## src/rtl/dmem_port_arbiter.sv

```systemverilog
// Round-robin arbiter sharing the data port of the core RAM between the LSU (master 0)
// and the debug/loader bus (master 1), with single-cycle responses and range checking.
module dmem_port_arbiter #(
    parameter int ADDR_WIDTH = 20
) (
    input  logic                  clk,
    input  logic                  rst_n,
    input  logic                  p0_req_i,
    output logic                  p0_gnt_o,
    input  logic [31:0]           p0_addr_i,
    input  logic                  p0_we_i,
    input  logic [3:0]            p0_be_i,
    input  logic [31:0]           p0_wdata_i,
    output logic                  p0_rvalid_o,
    output logic                  p0_err_o,
    output logic [31:0]           p0_rdata_o,
    input  logic                  p1_req_i,
    output logic                  p1_gnt_o,
    input  logic [31:0]           p1_addr_i,
    input  logic                  p1_we_i,
    input  logic [3:0]            p1_be_i,
    input  logic [31:0]           p1_wdata_i,
    output logic                  p1_rvalid_o,
    output logic                  p1_err_o,
    output logic [31:0]           p1_rdata_o,
    output logic                  ram_en_o,
    output logic [ADDR_WIDTH-1:0] ram_addr_o,
    output logic                  ram_we_o,
    output logic [3:0]            ram_be_o,
    output logic [31:0]           ram_wdata_o,
    input  logic [31:0]           ram_rdata_i
);

    logic        last_q, last_d;
    logic        resp_valid_q, resp_valid_d;
    logic        resp_port_q, resp_port_d;
    logic        resp_err_q, resp_err_d;
    logic        resp_we_q, resp_we_d;

    logic        gnt0_s, gnt1_s, any_gnt_s, sel_s, in_range_s;
    logic [31:0] sel_addr_s, sel_wdata_s, resp_data_s;
    logic        sel_we_s;
    logic [3:0]  sel_be_s;

    // Grant selection: last_q names the previous winner, so the other master wins a tie.
    always_comb begin
        gnt0_s = 1'b0;
        gnt1_s = 1'b0;
        if (!rst_n) begin
            gnt0_s = 1'b0;
            gnt1_s = 1'b0;
        end else if (p0_req_i && p1_req_i) begin
            if (last_q) begin
                gnt0_s = 1'b1;
            end else begin
                gnt1_s = 1'b1;
            end
        end else if (p0_req_i) begin
            gnt0_s = 1'b1;
        end else if (p1_req_i) begin
            gnt1_s = 1'b1;
        end else begin
            gnt0_s = 1'b0;
            gnt1_s = 1'b0;
        end
    end

    assign any_gnt_s = gnt0_s | gnt1_s;
    assign sel_s     = gnt1_s;
    assign p0_gnt_o  = gnt0_s;
    assign p1_gnt_o  = gnt1_s;

    // Request mux for the granted master.
    always_comb begin
        sel_addr_s  = p0_addr_i;
        sel_we_s    = p0_we_i;
        sel_be_s    = p0_be_i;
        sel_wdata_s = p0_wdata_i;
        if (sel_s) begin
            sel_addr_s  = p1_addr_i;
            sel_we_s    = p1_we_i;
            sel_be_s    = p1_be_i;
            sel_wdata_s = p1_wdata_i;
        end else begin
            sel_addr_s  = p0_addr_i;
            sel_we_s    = p0_we_i;
            sel_be_s    = p0_be_i;
            sel_wdata_s = p0_wdata_i;
        end
    end

    assign in_range_s = (sel_addr_s[31:ADDR_WIDTH] == {(32-ADDR_WIDTH){1'b0}});

    // RAM port drive; out-of-range accesses are granted but never reach the RAM.
    always_comb begin
        ram_en_o    = 1'b0;
        ram_addr_o  = {ADDR_WIDTH{1'b0}};
        ram_we_o    = 1'b0;
        ram_be_o    = 4'b0000;
        ram_wdata_o = 32'h0000_0000;
        if (any_gnt_s && in_range_s) begin
            ram_en_o    = 1'b1;
            ram_addr_o  = {sel_addr_s[ADDR_WIDTH-1:2], 2'b00};
            ram_we_o    = sel_we_s;
            ram_be_o    = sel_be_s;
            ram_wdata_o = sel_wdata_s;
        end else begin
            ram_en_o    = 1'b0;
        end
    end

    // Next state for arbitration history and the one-deep response register.
    always_comb begin
        last_d       = last_q;
        resp_valid_d = any_gnt_s;
        resp_port_d  = resp_port_q;
        resp_err_d   = resp_err_q;
        resp_we_d    = resp_we_q;
        if (any_gnt_s) begin
            last_d      = sel_s;
            resp_port_d = sel_s;
            resp_err_d  = ~in_range_s;
            resp_we_d   = sel_we_s;
        end else begin
            last_d      = last_q;
        end
    end

    // State registers; reset drops any pending response.
    always_ff @(posedge clk or negedge rst_n) begin
        if (!rst_n) begin
            last_q       <= 1'b1;
            resp_valid_q <= 1'b0;
            resp_port_q  <= 1'b0;
            resp_err_q   <= 1'b0;
            resp_we_q    <= 1'b0;
        end else begin
            last_q       <= last_d;
            resp_valid_q <= resp_valid_d;
            resp_port_q  <= resp_port_d;
            resp_err_q   <= resp_err_d;
            resp_we_q    <= resp_we_d;
        end
    end

    // Response routing; data is only passed through for successful reads.
    always_comb begin
        p0_rvalid_o = 1'b0;
        p1_rvalid_o = 1'b0;
        resp_data_s = 32'h0000_0000;
        if (rst_n && resp_valid_q) begin
            p0_rvalid_o = ~resp_port_q;
            p1_rvalid_o = resp_port_q;
            if (resp_err_q || resp_we_q) begin
                resp_data_s = 32'h0000_0000;
            end else begin
                resp_data_s = ram_rdata_i;
            end
        end else begin
            p0_rvalid_o = 1'b0;
            p1_rvalid_o = 1'b0;
        end
    end

    assign p0_err_o   = p0_rvalid_o & resp_err_q;
    assign p1_err_o   = p1_rvalid_o & resp_err_q;
    assign p0_rdata_o = p0_rvalid_o ? resp_data_s : 32'h0000_0000;
    assign p1_rdata_o = p1_rvalid_o ? resp_data_s : 32'h0000_0000;

endmodule

```

## config.mk

```make
export PLATFORM = sky130hd
export DESIGN_NAME = dmem_port_arbiter
export DESIGN_NICKNAME = d
export VERILOG_FILES = /design/src/rtl/dmem_port_arbiter.sv
export SDC_FILE = /design/constraint.sdc
export NUM_CORES = 1
export LEC_CHECK = 0
export BUFFER_PORTS_ARGS = -buffer_cell sky130_fd_sc_hd__buf_2
export CORE_AREA = 2 2 119 121
export CTS_CLUSTER_DIAMETER = 200
export DETAILED_ROUTE_END_ITERATION = 16
export DIE_AREA = 0 0 121 123
export SYNTH_ARGS = -nofsm -noshare
export SYNTH_HDL_FRONTEND = slang
export SYNTH_SLANG_ARGS = --single-unit
```

## constraint.sdc

```tcl
create_clock -name clk -period 4.2 [get_ports clk]
set_input_delay 0.21 -clock clk [delete_from_list [all_inputs] [get_ports clk]]
set_output_delay 0.21 -clock clk [all_outputs]
set_load 0.01 [all_outputs]
```

==> results of run 1 <==
==> state kept, by name (all words and copies together) (netlist names) <==
register      cells
last_q            1
resp_err_q        1
resp_port_q       1
resp_valid_q      1
resp_we_q         1
==> repair_timing <==
| action | in CTS | in global routing |
|---|---|---|
| endpoints found under the hold margin | 4 | 0 |
| endpoints found under the setup margin | 0 | 0 |
| hold buffers | 1 | 0 |
| resized for setup | 0 | 0 |
==> per-stage QoR <==
stage	cells	util (%)	cell area [um^2]	total power (uW)
final	698	25.9	3530	408
after global routing	698	25.9	3530	441
after CTS	698	25.9	3530	416
after detailed placement	693	25.3	3440	258
after global placement	693	25.3	3440	257
after floorplan	247	-	1850	155
==> power by group <==
| group | switching [uW] | internal [uW] |
|---|---|---|
| Clock | 27.9 | 125 |
| Combinational | 98.0 | 97.8 |
| Sequential | 3.41 | 55.6 |
| Total | 129 | 279 |
==> logic make-up (layout without fill, tap and decap cells) <==
kind of cell	Yosys count	count (layout)	synth area share, %
AND/OR/NAND/NOR	138	138	50.1
multiplexers	56	56	30.5
buffers and inverters	39	310	10.0
AO/OA/AOI/OAI	7	7	2.31
flip-flops	5	5	6.86
other	1	2	0.203
==> cell type report <==
class	count	area [um^2]
Clock buffer	4	78.8
Fill cell	1554	10100
Inverter	4	15.0
Multi-Input combinational cell	203	1550
Sequential cell	5	126
Tap cell	180	225
Timing Repair Buffer	302	1530
==> per-layer routing <==
layer	track usage, %	up-vias	share of wire [%]
met5	0	-	0
met4	1.31	0	0.29
met3	1.06	2	7.7
met2	22.8	182	53
met1	12.1	1232	39
li1	-	1444	-
==> how the worst min path moves through the flow <==
stage	start	depth (start not counted)	endpoint
after global routing	p1_req_i	3	last_q
after floorplan	rst_n	0	resp_err_q
after CTS	p1_req_i	3	last_q
after global placement	rst_n	1	resp_we_q
after detailed placement	rst_n	1	resp_we_q
final	p1_req_i	3	last_q
==> critical path: cells and delay by family <==
family | cells | cell delay, ns
compound gates | 1 | 0.62
simple gates | 3 | 0.66
buf+inv | 5 | 1.44
==> synth_stat cells, drive strengths merged <==
library cell | n | area [um^2]
clkbuf | 23 | 86.3
inv | 4 | 15.0
nor4 | 5 | 31.3
nand2 | 5 | 18.8
or4 | 1 | 7.51
mux2i | 55 | 551
and2 | 3 | 18.8
or2 | 1 | 6.26
conb | 1 | 3.75
a21oi | 1 | 5.00
dfrtp | 4 | 100
nor2 | 2 | 7.51
o31a | 1 | 8.76
nor3 | 55 | 420
buf | 12 | 83.8
and3 | 66 | 413
mux2 | 1 | 11.3
dfstp | 1 | 26.3
o2111ai | 1 | 8.76
o21ai | 4 | 20.0
==> summary.md, run 1 <==
| Metric | Value |
|---|---|
| FP Rows | 43 |
| Clock transition at path regs | 0.03 ns |
| Setup crit start kind | input port |
| Worst-case reg-to-reg path depth | 5 |
| Average size of a mapped cell | 7.49 um^2 |
| Worst-Skew Late Latency | 0.22 ns |
| Kind of critical path | in2out |
| Final worst slack | 1.04 ns |
| Post-CTS setup buffers | 0 |
| Pre-Repair DR Iteration Count | 4 |
| Initial antenna violation count | 0 |
| Leakage | 0.00245 uW |
| Slowest-stage cell, CP | o31a_2 |
| Global route overflow | 0 |
| Number of global-route vias before repair | 2583 |
| Port Buffers | 295 |
| PwrDens | 116 nW/um^2 |
| Share of post-route cells with drive strength above 1 | 65.4% |
| Die ar. | 14900 um^2 |
| Final Cycle Share | 75.3% |
| Slew HR | 40.6% |
| Fin. Hold Viols | 0 |
| Setup TNS | 0 ns |
| Seq/Total Area, Yosys | 6.86% |
| Post-synthesis register bit count | 5 |
| Final setup fails | 0 |
| Commonest non-fill, non-tap cell in the layout | buf_2 |
| Global placer's final weighted congestion | 0.755 |
| Largest net degree at the start of global routing | 65 |
| Crit path max fanout | 33 |
| CTS Buf Count | 3 |
| Worst vdd ir | 0.129 mV |
| Starting Density | 13.5% |
| R2r setup slk | 1.89 ns |
| Area Growth Syn to Fin | 91.5% |
| Area of the mapped netlist | 1840 um^2 |
| Post-Synthesis Cells | 246 |
| End of the worst register-to-register path | resp_we_q |
| Setup crit start | rst_n |
| I/O pin count | 302 |
| WP data required | 3.99 ns |
| Hold Crit Class | in2reg |
| Clock period minus worst slack | 3.16 ns |
| Max cap viols | 0 |
| CTS tree | yes |
| First-pass GRT wire length | 13.0 mm |
| CP cell instances | dlygate4sd3_1 -> buf_2 -> nand2_1 -> or2_4 -> o31a_2 -> buf_4 -> buf_4 -> nor3_2 -> buf_2 |
| Hold slack | 0.295 ns |
| Worst Tran Pin Value | 0.891 ns |
| RSZ-0062 raised after global routing | false |
| CTS max path bufs | 2 |
| Skew final | 0.00170 ns |
| Via density | 4.10 |
| CTS Sinks | 5 |
| DR iter-0 viols | 46 |
| Area of the core | 13600 um^2 |
| Nets | 693 |
| Via count | 2860 |
| Final HPWL DP | 8.06 mm |
| Htree depth | 1 |
| Wire length per cell | 13.2 um |
| Yosys warns | 0 |
| Synth cell types | 24 |
| Crit path to | ram_addr_o[18] |
| Crit end category | output port |
| Root Driver | clkbuf_16 |
| Post-route antenna net violation count | 0 |
| Die X | 121 um |
| Gr usage total | 10.9% |
| Commonest non-fill, non-tap cells in the layout | buf_2, and3_1, mux2i_1, nor3_2, nor3_1 |
| Final wirelength | 9.24 mm |
| Critical Path AT | 2.95 ns |
| DRC | 0 |
| Max stage delay on crit path | 0.62 ns |
| Fmax | 316 MHz |
| Outcome | finished clean |
| R2r startpoint | last_q |
| Fin. max-slew vios | 0 |
| Pre-CTS setup slack | 1.47 ns |
| Die Ht | 123 um |
| Ant diodes | 0 |
No activity file was read; power rests on OpenSTA's default activity.
==> run 2, diff against run 1 <==
- ABC_AREA: unset -> 1
- CORE_AREA: 2 2 119 121 -> 2 2 117 119
- DIE_AREA: 0 0 121 123 -> 0 0 119 121
- clock period: 4.2 -> 2.75 ns (I/O delays scaled with it)
==> run 2 against run 1 <==
Net effect: sequential cell count is the same; synthesized area grew 4.0%; clock skew is essentially flat; sequential share of layout area shrank 0.054 points.
==> summary.md, run 2 <==
| Metric | Value |
|---|---|
| Outcome | finished clean |
| Critical Path AT | 2.22 ns (-0.73 ns) |
| Clock period minus worst slack | 2.35 ns |
| Hold Crit Endpoint | resp_we_q |
| Fmax | 425 MHz |
| R2r startpoint | last_q |
| Most frequent CP cell | nand2_1 |
| CTS Buf Count | 3 (unchanged) |
| Final HPWL DP | 7.79 mm (-3.4%) |
| Seq/Total Area, Yosys | 6.59% (-0.26 points) |
| Clock transition at path regs | 0.04 ns (about the same) |
| RSZ-0062 raised after global routing | false |
| Yosys warns | 0 (unchanged) |
| PwrDens | 199 nW/um^2 (+72%) |
| Ant diodes | 0 (unchanged) |
| Crit path max-delay family | buffers and inverters |
| Die Ht | 121 um (-1.6%) |
| CP cell instances | dlygate4sd3_1 -> buf_2 -> nand2_1 -> nor2_4 -> nor2_1 -> nand2_1 -> nand2_1 -> nand2_2 -> buf_12 -> nor2_1 -> buf_2 |
| Post-CTS setup buffers | 0 (unchanged) |
| Area share of the largest cell type after synthesis | 41.9% (+12 points) |
| Average size of a mapped cell | 4.18 um^2 (-44%) |
| R2r setup slk | 1.12 ns (-0.77 ns) |
| Slowest-stage cell, CP | dlygate4sd3_1 |
| Global placer's final weighted congestion | 0.726 (-3.9%) |
| Number of global-route vias before repair | 3135 (+21%) |
| Commonest non-fill, non-tap cell in the layout | buf_2 |
| Crit path max fanout | 30 (-9.1%) |
| Die X | 119 um (-1.7%) |
| Crit end category | output port |
| Synth top cells by count | nand2_1, nor2_1, inv_1 |
| Hold Crit Class | in2reg |
| Global route overflow | 0 (unchanged) |
| Area of the core | 13100 um^2 (-3.9%) |
| Main synth FF type | dfrtp_1 |
| Wire length per cell | 10.3 um (-22%) |
| CTS Sinks | 5 (unchanged) |
| Post-Synthesis Cells | 459 (+87%) |
| Top-count cell post-synth | nand2_1 |
| First-pass GRT wire length | 14.5 mm (+11%) |
| Root Driver | clkbuf_16 |
| Initial antenna violation count | 0 (unchanged) |
| I/O pin count | 302 (unchanged) |
| Slew HR | 35.3% (-5.3 points) |
| Fin. max-slew vios | 0 (unchanged) |
| End of the worst register-to-register path | resp_we_q |
| Fin. Hold Viols | 0 (unchanged) |
| Synth area leaders | nand2_1, nor2_1, inv_1 |
| Number of synthesized flops with an enable pin | 0 (unchanged) |
| Final wirelength | 9.39 mm (+1.6%) |
| Synth cell types | 17 (-29%) |
| Kind of critical path | in2out |
| Max cap viols | 0 (unchanged) |
| Hold Path Depth | 3 (unchanged) |
| Final setup fails | 0 (unchanged) |
| Gr usage total | 12.0% (+1.1 points) |
| Nets | 911 (+31%) |
| Max stage delay on crit path | 0.53 ns (-0.09 ns) |
| Setup crit start kind | input port |
| Port Buffers | 295 (unchanged) |
| Worst-Skew Late Latency | 0.23 ns (about the same) |
| FP Rows | 42 (-2.3%) |
| Pre-Repair DR Iteration Count | 4 (unchanged) |
| Skew final | 0.00137 ns (-0.000338 ns) |
| Commonest non-fill, non-tap cells in the layout | buf_2, nand2_1, nor2_1, inv_1, inv_2 |
| Leading area contributor after synthesis | nand2_1 |
| Leakage | 0.00257 uW (+4.7%) |
| Post-synthesis register bit count | 5 (unchanged) |
| Area of the mapped netlist | 1920 um^2 (+4.0%) |
| # fillers | 1589 (+2.3%) |
| Asr flop ratio synth | 100% (unchanged) |
| Die ar. | 14400 um^2 (-3.3%) |
| Bufs and invs on worst path | 4 (-1) |
| CTS tree | yes |
| Hold_sp | p1_we_i |
| Via count | 3441 (+20%) |
| Final Cycle Share | 85.6% |
| Share of post-route cells with drive strength above 1 | 43.3% (-22 points) |
| CTS max path bufs | 2 (unchanged) |
| Final core utilization | 27.4% (+1.5 points) |
| WP data required | 2.61 ns (-1.38 ns) |
| Largest net degree at the start of global routing | 59 (-9.2%) |
| Hold slack | 0.268 ns (-0.0269 ns) |
| DR iter-0 viols | 78 (+70%) |
| Htree depth | 1 (unchanged) |
| Area Growth Syn to Fin | 86.9% |
| Worst Tran Pin Value | 0.969 ns (+0.0778 ns) |
| Via density | 3.77 (-7.9%) |
| DRC | 0 (unchanged) |
| Setup TNS | 0 ns (unchanged) |
| Post-route antenna net violation count | 0 (unchanged) |
| Worst vdd ir | 0.194 mV (+51%) |
| Worst-case reg-to-reg path depth | 6 (+1) |
| Starting Density | 14.6% (+1.1 points) |
## run 2: cell types whose count changed in the layout (fill, tap and decap cells not counted), sizes merged, moves of 2 or more
cell,change
inv,+59
nand2,+210
nand3,+2
and2,-3
and3,-66
nor2,+139
nor4,-5
buf,-2
mux2i,-55
nor3,-55
## run 2: logic make-up (layout without fill, tap and decap cells)
logic type / after synthesis / count (layout) / share of synthesized area, %
other: 1 / 2 / 0.196
AND/OR/NAND/NOR: 358 / 358 / 70.6
AO/OA/AOI/OAI: 4 / 4 / 1.04
flip-flops: 5 / 5 / 6.59
buffers and inverters: 91 / 367 / 21.5
## run 2: worst max-delay path by stage
stage | start | endpoint | slack, ns | cells after the start
detailed placement | last_q | ram_wdata_o[30] | 0.75 | 10
finish | rst_n | ram_wdata_o[28] | 0.40 | 11
global route | rst_n | ram_wdata_o[30] | 0.10 | 11
global placement | last_q | ram_we_o | 0.75 | 6
floorplan | last_q | ram_addr_o[10] | 1.27 | 8
CTS | rst_n | ram_wdata_o[30] | 0.30 | 11
## run 2: cell type report
cell class                 instances  area, um^2  area share (%)
tap                              176         220            6.15
inverter                          63         236            6.60
clock buffer                       3        75.1            2.09
multi-input combinational        364        1390            38.8
clock inverter                     1        5.00           0.140
sequential                         5         126            3.53
timing repair buffer             300        1530            42.7
## run 2: power breakdown
group          switching, uW  total [uW]  internal (uW)
Clock                   50.3         241            190
Sequential              6.15        90.6           84.4
Combinational            217         382            165
Total                    274         713            439
## run 2: timing repair
action                    4_1_cts  5_1_grt
gates resized for setup         0        0
hold buffers                    1        0
hold endpoints to repair        5        0
## run 2: metrics by stage
step	area [um^2]	power, uW	worst slack (ns)	instances
2_1_floorplan	1920	304	1.27	460
3_3_place_gp	3490	473	0.753	907
3_5_place_dp	3490	476	0.746	907
4_1_cts	3580	721	0.299	912
5_1_grt	3580	787	0.104	912
6_report	3580	713	0.396	912
## run 2: metal layers
metal,part of all wire [%],GRT usage (%)
met1,40,12.9
met2,51,24.2
met3,8.1,2.77
met4,0.68,1.71
met5,0,0
## run 2: worst min-delay path, delay by kind of cell
family	cells	cell delay (ns)
buffers and inverters	1	0.09
AO/OA/AOI/OAI	1	0.14
AND/OR/NAND/NOR	1	0.09
